$ cat src/rtl/ft_tx_ctrl.sv
// ft_tx_ctrl: burst write controller from a show-ahead source into an FTDI synchronous FIFO
module ft_tx_ctrl #(
  parameter int FT_DATA_WIDTH = 32,
  parameter int BURST_LEN     = 256,
  parameter int GAP_CYCLES    = 2,
  parameter int FLUSH_TIMEOUT = 64
) (
  input  logic                     clk_i,
  input  logic                     reset_n,
  input  logic [FT_DATA_WIDTH-1:0] src_data_i,
  input  logic                     src_empty_i,
  input  logic                     src_enough_i,
  input  logic                     src_data_incomming_i,
  output logic                     src_re_o,
  input  logic                     ft_txe_n_i,
  output logic                     ft_wr_n_o,
  output logic [3:0]               ft_be_o,
  output logic [FT_DATA_WIDTH-1:0] ft_data_o,
  output logic                     burst_done_o,
  output logic [31:0]              word_cnt_o
);
  localparam logic [1:0] IDLE = 2'd0;
  localparam logic [1:0] BURST = 2'd1;
  localparam logic [1:0] DRAIN = 2'd2;
  localparam logic [1:0] GAP = 2'd3;
  localparam logic [15:0] BL = 16'(BURST_LEN);
  localparam logic [15:0] FT = 16'(FLUSH_TIMEOUT);
  localparam logic [3:0] GL = 4'(GAP_CYCLES - 1);
  logic [1:0] state;
  logic [15:0] issue_cnt, beat_cnt, idle_timer;
  logic [3:0] gap_cnt;
  logic accept, flush_req, start, to_drain, drained, gap_end, waiting;
  assign accept = ~ft_wr_n_o & ~ft_txe_n_i;
  assign flush_req = ~src_empty_i & (~src_data_incomming_i | idle_timer == FT);
  assign start = state == IDLE & ~ft_txe_n_i & ~src_empty_i & (src_enough_i | flush_req);
  // A full FTDI FIFO also blocks the pop so the registered word and strobe stay frozen.
  assign src_re_o = state == BURST & ~src_empty_i & issue_cnt < BL & ~ft_txe_n_i & (ft_wr_n_o | accept);
  assign to_drain = state == BURST & ((issue_cnt + 16'(src_re_o)) == BL | (src_empty_i & ~src_re_o));
  assign drained = state == DRAIN & (beat_cnt + 16'(accept)) == issue_cnt;
  assign gap_end = state == GAP & gap_cnt == GL;
  assign waiting = state == IDLE & ~src_empty_i & ~src_enough_i & ~start;
  assign ft_be_o = ft_wr_n_o ? 4'h0 : 4'hF;
  // Burst sequencing: IDLE -> BURST -> DRAIN -> GAP -> IDLE.
  always_ff @(posedge clk_i or negedge reset_n) begin
    if (!reset_n) state <= IDLE;
    else state <= start ? BURST : to_drain ? DRAIN : drained ? GAP : gap_end ? IDLE : state;
  end
  // Issue/accept bookkeeping, gap length and the partial-burst timer.
  always_ff @(posedge clk_i or negedge reset_n) begin
    if (!reset_n) begin
      issue_cnt <= '0;
      beat_cnt <= '0;
      gap_cnt <= '0;
      idle_timer <= '0;
      word_cnt_o <= '0;
      burst_done_o <= 1'b0;
    end else begin
      issue_cnt <= start ? 16'd0 : issue_cnt + 16'(src_re_o);
      beat_cnt <= start ? 16'd0 : beat_cnt + 16'(accept);
      gap_cnt <= state == GAP ? gap_cnt + 4'd1 : 4'd0;
      idle_timer <= waiting ? (idle_timer == FT ? FT : idle_timer + 16'd1) : 16'd0;
      word_cnt_o <= word_cnt_o + 32'(accept);
      burst_done_o <= drained;
    end
  end
  // Output register: a pop loads a new word, an accept with no pop releases the strobe.
  always_ff @(posedge clk_i or negedge reset_n) begin
    if (!reset_n) begin
      ft_wr_n_o <= 1'b1;
      ft_data_o <= '0;
    end else begin
      ft_wr_n_o <= src_re_o ? 1'b0 : accept ? 1'b1 : ft_wr_n_o;
      ft_data_o <= src_re_o ? src_data_i : ft_data_o;
    end
  end
endmodule

$ cat config.mk
export PLATFORM = sky130hd
export DESIGN_NAME = ft_tx_ctrl
export DESIGN_NICKNAME = d
export VERILOG_FILES = /design/src/rtl/ft_tx_ctrl.sv
export SDC_FILE = /design/constraint.sdc
export NUM_CORES = 1
export LEC_CHECK = 0
export ABC_CLOCK_PERIOD_IN_PS = 4500
export BUFFER_PORTS_ARGS = -buffer_cell sky130_fd_sc_hd__clkbuf_2
export CORE_MARGIN = 1
export CORE_UTILIZATION = 50
export CTS_CLUSTER_DIAMETER = 40
export DETAILED_ROUTE_END_ITERATION = 12
export PLACE_DENSITY = 0.73
export SLEW_MARGIN = 20
export SYNTH_ARGS = -nofsm -noshare
export SYNTH_HDL_FRONTEND = slang
export SYNTH_SLANG_ARGS = --single-unit
$ cat constraint.sdc
create_clock -name clk_i -period 4.5 [get_ports clk_i]
set_input_delay 0.225 -clock clk_i [delete_from_list [all_inputs] [get_ports clk_i]]
set_output_delay 0.225 -clock clk_i [all_outputs]
set_load 0.02 [all_outputs]
Yosys cells after proc, flatten, opt, wreduce, memory -nomap -nowiden
Index checks and enable logic that the tools add are counted.

Bits in registers: 120. Word-level logic and storage cells: 64. Output and inout port bits: 71. Bits of input ports: 38.

Muxes and demuxes: 12. Equality and inequality tests: 7. Bitwise logic cells: 27. $add $sub $neg: 5. Reductions and logical operators: 3. Order comparisons: 1.

Operator list (count): 2-to-1 mux 16 bit (4); adder 16 x 1 -> 16 bit (2); adder 32 x 1 -> 32 bit (1); adder 16 x 1 -> 16 bit (second input constant) (1); bitwise AND 1 bit (16); equality test 16 bit (1); equality test 16 x 7 -> 1 bit (second input constant) (1); equality test 16 x 9 -> 1 bit (second input constant) (1); < comparator 16 x 9 -> 1 bit (second input constant) (1); 2-to-1 mux 2 bit (4); 2-to-1 mux 4 bit (2); NOT 1 bit (7); adder 4 x 1 -> 4 bit (second input constant) (1); equality test 2 bit (second input constant) (2); equality test 4 x 1 -> 1 bit (second input constant) (1); OR 1 bit (4); nonzero test 4 bit (1); equality test 2 x 1 -> 1 bit (second input constant) (1); zero test 2 bit (1); 2-to-1 mux 1 bit (2); nonzero test 2 bit (1).

Longest topological paths before layout
Gate-level depths: netlist of the first run.

Word-level depth: 11. Depth in mapped cells: 15. Mapped depth without buffers: 12.

Worst setup path after synthesis of the first run
Ideal clock, no wire load.

Kind: flip-flop to flip-flop. From: reg state[1]. To: reg state[0]. Required time: 4.373 ns. Path buffers: 2. Slack: 1.330 ns. Cell stages (with the launch flop): 15. Library setup time: 0.127 ns. Period minus slack after synthesis: 3.170 ns. Arrival: 3.044 ns. Path through: dfrtp_1 > or3_1 > nor4_1 > and3_1 > clkbuf_1 > buf_2 > ha_1 > ha_1 > nand4_1 > nor4_1 > a311oi_1 > nor3_1 > nand4_1 > nand2_1 > nand3b_1.

Cells in the longest elaborated chain, start to end: 11. Elaborated cells on any way between the ends: 23. Those cells by class: add/sub: 1; eq/ne: 4; mux: 3; bitwise: 13; reduce/logical: 2.

RTL lines: from (decl) (line 29) `logic [1:0] state;`; from (signal assigned) (line 46) `else state <= start ? BURST : to_drain ? DRAIN : drained ? GAP : gap_end ? IDLE : state;`; equality test 2 x 1 -> 1 bit (*) (line 37) `assign src_re_o = state == BURST & ~src_empty_i & issue_cnt < BL & ~ft_txe_n_i & (ft_wr_n_o | accept);`; bitwise AND 1 bit (*) (4 in series) (line 37); named net src_re_o (line 14) `output logic src_re_o,`; adder 16 x 1 -> 16 bit / NOT 1 bit (equally long branches) (line 38) `assign to_drain = state == BURST & ((issue_cnt + 16'(src_re_o)) == BL | (src_empty_i & ~src_re_o));`; equality test 16 x 9 -> 1 bit / bitwise AND 1 bit (equally long branches) (line 38); OR 1 bit (*) (line 38); bitwise AND 1 bit (*) (line 38); 2-to-1 mux 2 bit (2 in series) (line 46).

Mark *: on every way through the listed nets, which the timed path passes. The rest lies on a longest branch. A chain may end at the register's enable or synchronous reset.

Final worst setup path of the first run
From: reg state[1]. To: reg state[0].

Cells in the longest elaborated chain, start to end: 11. Elaborated cells on any way between the ends: 23. Those cells by class: add/sub: 1; eq/ne: 4; mux: 3; bitwise: 13; reduce/logical: 2.

RTL lines (line): equality test 2 x 1 -> 1 bit (37, 38); bitwise AND 1 bit (4 in series) (37); adder 16 x 1 -> 16 bit / NOT 1 bit (equally long branches) (38); equality test 16 x 9 -> 1 bit / bitwise AND 1 bit (equally long branches) (38); OR 1 bit (38); bitwise AND 1 bit (38); 2-to-1 mux 2 bit (2 in series) (46).

Parallel ways exist; a longest one is shown, timed or not.

==> impl_metrics.toml, run 1 <==
[route]
drc = 4
via_per_inst = 5.39
met3_wirelength_um = 657
firstDrtPassIters = 10
wl_per_cell_um = 15.3
drt_iter0_drc = 349
highest_layer = "met4"
vias = 4937
wl_met2_um = 7020
drt-total-wl_um = 14000
final_antenna_net_count = 0
wl_met1_um = 5940

[yosys]
syn_area_per_cell_sq_um = 9.50
syn-num-nets = 683
ys_ff_latch = 120
synth.area.top_cells = "dfrtp_1 (49%), nand2_1 (7.8%), xnor2_1 (7.6%), xor2_1 (4.6%), nor2_1 (4.4%)"
async_reset_ff_frac = 1.00
synth_top_area_frac = 0.494
ys_types = 63
synth-edff-count = 0
synthCells = 635
netlist_area_sq_um = 6030
synth_top_flop_cell = "dfrtp_1"
yosys_warnings = 0
yosysTopAreaCell = "dfrtp_1"
ys_seq_area_frac = 0.498

[global_routing]
antenna_found_initial = 0
grt_max_degree = 57
grt_pass1_wl_um = 23800
globalRouteTotalUtil = 0.243
grt.overflow.total = 0
grt_pass1_vias = 5008

[timing]
finalSetupViolations = 0
tightest_slew_ns = 0.690
finClkSkew_ns = 0.0118
holdWs_ns = 0.0122
rsz0062_at_grt = "no"
clock.fmax_mhz = 309
relSlewSlack = 0.540
hold_violations = 0
period_minus_slack_ns = 3.24
final.setup.tns_ns = 0
drv_slew = 0
fin_ws_ns = 1.26
min_period_over_period = 0.720

[floorplanning]
core-area_sq_um = 11600
row_count = 39
ioPinCount = 109
die_w_um = 112
die_area_sq_um = 12500
die_h_um = 112
initial_core_util = 0.522

[setup_path]
crit_family = "simple AND/OR/NAND/NOR gates"
slowest_delay_ns = 0.45
worstPathArrival_ns = 3.53
critPathCaptureType = "register"
crit_chain = "or3_1 -> nor4_1 -> and3_1 -> ha_1 -> ha_1 -> nand4_1 -> nor4_1 -> a311oi_1 -> nor3_1 -> nand4_1 -> nand2_1 -> nand3b_1"
rr_startpoint = "state[1]$_DFFE_PN0P_"
path_class = "register to register"
startpoint_type = "register"
path_buf_inv = 0
required_ns = 4.79
cp_slowest_cell = "or3_1"
crit_path_start = "state[1]$_DFFE_PN0P_"
worst-path-max-fanout = 7

[cells_and_area]
fin_nets = 808
fillers = 912
n_antenna_cell = 0
drive_above_1_share = 0.216
multi_input_area_sq_um = 2820
syn_to_final_growth_pct = 24.0
regArea_sq_um = 3000
final_area_sq_um = 7480

[place]
gp_congestion = 0.963
io_buffers = 108
hpwlAfterDp_um = 9200
pre_cts_ws_ns = 1.29
place_area_sq_um = 6630

[cts]
cts_tree = "done"
clockRootBuffer = "clkbuf_16"
numCtsBuffers = 17
cts.sinks = 120
cts-resized-gates = 0
clk_latency_ns = 0.42
htree_levels = 4
clkTransAtPathRegs_ns = 0.06
cts_buffer_depth = 2

[run_status]
status = "finished with violations"
violations = "DRC"

[pwr]
power_density_nw_per_um2 = 487
leakagePower_nw = 3.65
vdd_drop_max_v = 0.000399

[hold_path]
hold_start = "src_data_i[5]"
hold_class = "input port to register"

[run]
cap_viol_max_count = 0
[synth_stat cells (2+ instances only)]
| cell type | number |
|---|---|
| nor2b_1 | 10 |
| o21ai_1 | 2 |
| nand3_2 | 2 |
| dfrtp_1 | 119 |
| or2b_1 | 2 |
| nand3b_1 | 3 |
| a31oi_1 | 2 |
| ha_1 | 10 |
| clkbuf_1 | 13 |
| o21ai_0 | 4 |
| nor4_1 | 12 |
| and4_1 | 4 |
| xnor2_1 | 52 |
| nor3b_1 | 2 |
| and3_4 | 2 |
| inv_1 | 13 |
| nand4_1 | 23 |
| a211oi_1 | 2 |
| nor4b_1 | 2 |
| a21oi_1 | 5 |
| and3_1 | 13 |
| and3_2 | 2 |
| o2111ai_1 | 3 |
| buf_6 | 2 |
| nor2_1 | 71 |
| buf_2 | 10 |
| and2_1 | 3 |
| nor3_1 | 11 |
| nand2_1 | 126 |
| nor2_2 | 3 |
| or3_1 | 2 |
| a2111oi_0 | 2 |
| nand3_1 | 33 |
| o31ai_1 | 2 |
| buf_4 | 5 |
| xor2_1 | 32 |
| nand2b_1 | 5 |
[state kept, by name, summed over array words and instances, names as in the netlist]
name	count
issue_cnt	16
idle_timer	16
beat_cnt	16
ft_data_o	32
burst_done_o	1
ft_wr_n_o	1
state	2
word_cnt_o	32
gap_cnt	4
[kinds of logic after synthesis]
group                      share of synthesized area
buffers and inverters                         0.0367
AOI/OAI and AO/OA                             0.0458
and+or+nand+nor                                0.273
xor gates and xnor gates                       0.122
adders and majority gates                     0.0207
muxes                                        0.00353
DFF                                            0.498
[layer usage]
layer | global-route usage | vias up
met5 | 0 | -
met4 | 0.128 | 0
met3 | 0.0577 | 37
met2 | 0.403 | 152
met1 | 0.293 | 2364
li1 | - | 2384
[worst reg2reg max path, delay by kind of cell, from the launching register on]
family | cells | cell delay [ns]
simple gates | 9 | 2.08
compound gates | 1 | 0.09
fa+ha+maj | 2 | 0.49
flops | 1 | 0.44
[layout by cell type, fill, tap and decap left out, drive strengths merged, types with 6 or more instances in the layout]
cell,netlist,layout
nor3,12,12
ha,10,10
nor2,74,74
nor4,13,13
xor2,32,32
inv,13,14
nand4,23,23
nand2,127,127
xnor2,52,52
o21ai,6,6
buf,17,6
clkbuf,14,129
nand3,35,35
and3,17,17
dfrtp,119,119
nor2b,10,10
dlygate4sd3,0,24
[report_power, final]
group          internal (W)  leakage (nW)  switching (W)  total (W)
logic              0.000304          1.75       0.000529   0.000833
clock network      0.000888         0.299       0.000484    0.00137
registers           0.00127          1.60       0.000165    0.00144
[what timing repair did]
item	in CTS	in global routing
setup buffers	0	0
endpoints found under the setup margin	0	0
endpoints found under the hold margin	46	0
hold buffers	24	0
[stage by stage]
stage	cells	power, W	utilization
after floorplan	635	0.00195	-
after global placement	860	0.00222	0.573
after detailed placement	860	0.00225	0.573
after CTS	916	0.00366	0.647
after global routing	916	0.00382	0.647
final	916	0.00364	0.647
[worst paths after layout]
path,to,slack (ns),cells after the start
worst max-delay path,state[0]$_DFFE_PN0P_,1.26,12
worst min-delay path,ft_data_o[5]$_DFFE_PN0P_,0.01,3
worst max register to register,state[0]$_DFFE_PN0P_,1.26,12
worst min register to register,word_cnt_o[31]$_DFF_PN0_,0.46,1
max in group asynchronous,state[0]$_DFFE_PN0P_,3.26,3
min in group asynchronous,word_cnt_o[22]$_DFF_PN0_,0.25,2
[area by class of cell]
class / instances / share of cell area
Sequential cell: 120 / 0.402
Clock inverter: 10 / 0.0156
Inverter: 13 / 0.00652
Clock buffer: 22 / 0.0661
Timing Repair Buffer: 137 / 0.110
Tap cell: 143 / 0.0239
Multi-Input combinational cell: 471 / 0.377
No activity file was read; power rests on OpenSTA's default activity.
==> run 2: changes to the inputs <==
--- a/config.mk
+++ b/config.mk
@@ -5,13 +5,14 @@
 export SDC_FILE = /design/constraint.sdc
 export NUM_CORES = 1
 export LEC_CHECK = 0
-export ABC_CLOCK_PERIOD_IN_PS = 4500
+export ABC_AREA = 1
+export ABC_CLOCK_PERIOD_IN_PS = 2900
 export BUFFER_PORTS_ARGS = -buffer_cell sky130_fd_sc_hd__clkbuf_2
 export CORE_MARGIN = 1
 export CORE_UTILIZATION = 50
 export CTS_CLUSTER_DIAMETER = 40
 export DETAILED_ROUTE_END_ITERATION = 12
-export PLACE_DENSITY = 0.73
+export PLACE_DENSITY = 0.75
 export SLEW_MARGIN = 20
 export SYNTH_ARGS = -nofsm -noshare
 export SYNTH_HDL_FRONTEND = slang
==> constraint.sdc (replaced) <==
create_clock -name clk_i -period 2.9 [get_ports clk_i]
set_input_delay 0.145 -clock clk_i [delete_from_list [all_inputs] [get_ports clk_i]]
set_output_delay 0.145 -clock clk_i [all_outputs]
set_load 0.02 [all_outputs]
==> impl_metrics.toml, run 2 <==
[setup_path]
worst-path-max-fanout = 5
crit_family = "simple AND/OR/NAND/NOR gates"
startpoint_type = "register"
required_ns = 3.19
cp_slowest_cell = "dfrtp_1"
path_class = "register to register"
worstPathArrival_ns = 2.88
path_buf_inv = 2
crit_top_cell = "nand2_1"
slowest_delay_ns = 0.43
critPathCaptureType = "register"
crit_chain = "inv_1 -> nand4_1 -> nor2_1 -> nand2_1 -> clkinv_1 -> ha_1 -> ha_2 -> nand2_1 -> nor2_2 -> nand2_1 -> nand2_1 -> nand2_1 -> nor2_1 -> nand2_1 -> nor2_1 -> nand2_1 -> nand2_1 -> nand2_1 -> nand2_1 -> nand3_1"
r2r_slack_ns = 0.31

[global_routing]
grt_pass1_wl_um = 26500
grt-busiest-layer = "met2"
use_met2 = 0.425
grt.overflow.total = 0
grt_pass1_vias = 5735
grt_max_degree = 53
antenna_found_initial = 0
grtUsageMet3 = 0.0598
grtUsageMet1 = 0.330
globalRouteTotalUtil = 0.260

[floorplanning]
core-area_sq_um = 12200
ioPinCount = 109
die_area_sq_um = 13100
die_w_um = 114
row_count = 40
initial_core_util = 0.519
die_h_um = 114

[route]
drt-total-wl_um = 15600
final_antenna_net_count = 0
via_per_inst = 5.09
drc = 0
firstDrtPassIters = 5
drt_iter0_drc = 355
wl_per_cell_um = 13.7
vias = 5805

[yosys]
synthTopCellsByCount = "nand2_1 (260), dfrtp_1 (119), nor2_1 (109)"
synth_top_flop_cell = "dfrtp_1"
yosysTopAreaCell = "dfrtp_1"
ys_ff_latch = 120
yosys_warnings = 0
ys_types = 35
synthCells = 804
ys_seq_area_frac = 0.476
synth_top_area_frac = 0.471
yosysMostFrequentCell = "nand2_1"
synth-edff-count = 0
async_reset_ff_frac = 1.00
syn_area_per_cell_sq_um = 7.86
syn-num-nets = 852
netlist_area_sq_um = 6320
synth.area.top_cells = "dfrtp_1 (47%), nand2_1 (15%), nor2_1 (6.5%), nand3_1 (5.3%), inv_1 (4.9%)"

[timing]
tightest_slew_ns = 0.691
hold_violations = 0
min_period_over_period = 0.892
clock.fmax_mhz = 387
period_minus_slack_ns = 2.59
final.setup.tns_ns = 0
finClkSkew_ns = 0.00792
relSlewSlack = 0.540
finalSetupViolations = 0
drv_slew = 0
holdWs_ns = 0.0901

[cells_and_area]
fillers = 1053
layout_commonest_cell = "nand2_1"
mostFrequentLayoutCells = "nand2_1 (260), dfrtp_1 (119), nor2_1 (107), clkbuf_2 (107), inv_1 (82)"
n_antenna_cell = 0
top_regs = "ft_data_o (32), word_cnt_o (32)"
drive_above_1_share = 0.183
syn_to_final_growth_pct = 26.4
final_cells = 1141
fin_nets = 1008

[cts]
clockRootBuffer = "clkbuf_16"
cts_buffer_depth = 2
numCtsBuffers = 17
htree_levels = 4
clkTransAtPathRegs_ns = 0.06
cts_tree = "done"
clk_latency_ns = 0.42
cts_setup_buffers = 0
cts.sinks = 120

[place]
gp_congestion = 0.904
dp.cells = 1075
hpwlAfterDp_um = 10500
io_buffers = 108

[pwr]
vdd_drop_max_v = 0.000381
leakagePower_nw = 4.34
power_density_nw_per_um2 = 475

[hold_path]
hold_class = "input port to register"

[run_status]
status = "complete, no violations"

[run]
cap_viol_max_count = 0
[run 2: per-stage QoR]
stage / worst slack (ns) / area [sq um] / utilization / total power, W
floorplan: 0.193 / 6320 / - / 0.00171
global placement: 0.293 / 7060 / 0.581 / 0.00178
detailed placement: 0.213 / 7060 / 0.581 / 0.00178
CTS: 0.193 / 7970 / 0.655 / 0.00382
global route: -0.0157 / 7990 / 0.657 / 0.00392
finish: 0.313 / 7990 / 0.657 / 0.00379
[run 2: cells by family after synthesis]
kind of cell,after synthesis,synth area share
compound gates,28,0.0240
xor+xnor,43,0.0618
fa+ha+maj,10,0.0198
buf+inv,99,0.0626
flops,120,0.476
simple gates,504,0.356
[run 2: what timing repair did]
item	4_1_cts	5_1_grt
resized for setup	0	5
hold buffers	34	0
endpoints found under the hold margin	81	0
setup endpoints to repair	0	2
[run 2: layout make-up]
class	instances	area, sq um	area share
sequential	120	3000	0.376
multi-input combinational	585	2940	0.368
clock buffer	21	470	0.0589
inverter	85	319	0.0399
tap	168	210	0.0263
timing repair buffer	151	951	0.119
clock inverter	11	96.3	0.0121
[run 2: worst paths after layout]
| kind | start | endpoint | depth (start not counted) |
|---|---|---|---|
| worst max-delay path | issue_cnt[11]$_DFF_PN0_ | state[0]$_DFFE_PN0P_ | 20 |
| worst min-delay path | src_enough_i | state[0]$_DFFE_PN0P_ | 3 |
| worst max register to register | issue_cnt[11]$_DFF_PN0_ | state[0]$_DFFE_PN0P_ | 20 |
| worst min register to register | ft_data_o[10]$_DFFE_PN0P_ | ft_data_o[10]$_DFFE_PN0P_ | 2 |
| max in group asynchronous | reset_n | idle_timer[15]$_DFF_PN0_ | 3 |
| min in group asynchronous | reset_n | word_cnt_o[8]$_DFF_PN0_ | 2 |
[run 2: report_power, final]
| group | internal [W] | total, W | switching [W] | leakage (nW) |
|---|---|---|---|---|
| clock network | 0.00124 | 0.00201 | 0.000764 | 0.279 |
| logic | 0.0000525 | 0.000106 | 0.0000535 | 2.49 |
| registers | 0.00168 | 0.00168 | 0.000000820 | 1.57 |
| total | 0.00297 | 0.00379 | 0.000819 | 4.34 |
[run 2: routing by layer]
metal / wire (um) / part of all wire / vias to the layer above
met3: 905 / 0.058 / 34
met1: 6740 / 0.43 / 2719
met5: 0 / 0 / -
li1: - / - / 2860
met2: 7580 / 0.49 / 192
met4: 362 / 0.023 / 0
[run 2: worst reg2reg max path, delay by kind of cell (launching register included)]
family,cells,cell delay (ns)
flip-flops,1,0.43
buffers and inverters,2,0.20
AND/OR/NAND/NOR,16,1.34
adder cells (fa/ha/maj),2,0.48
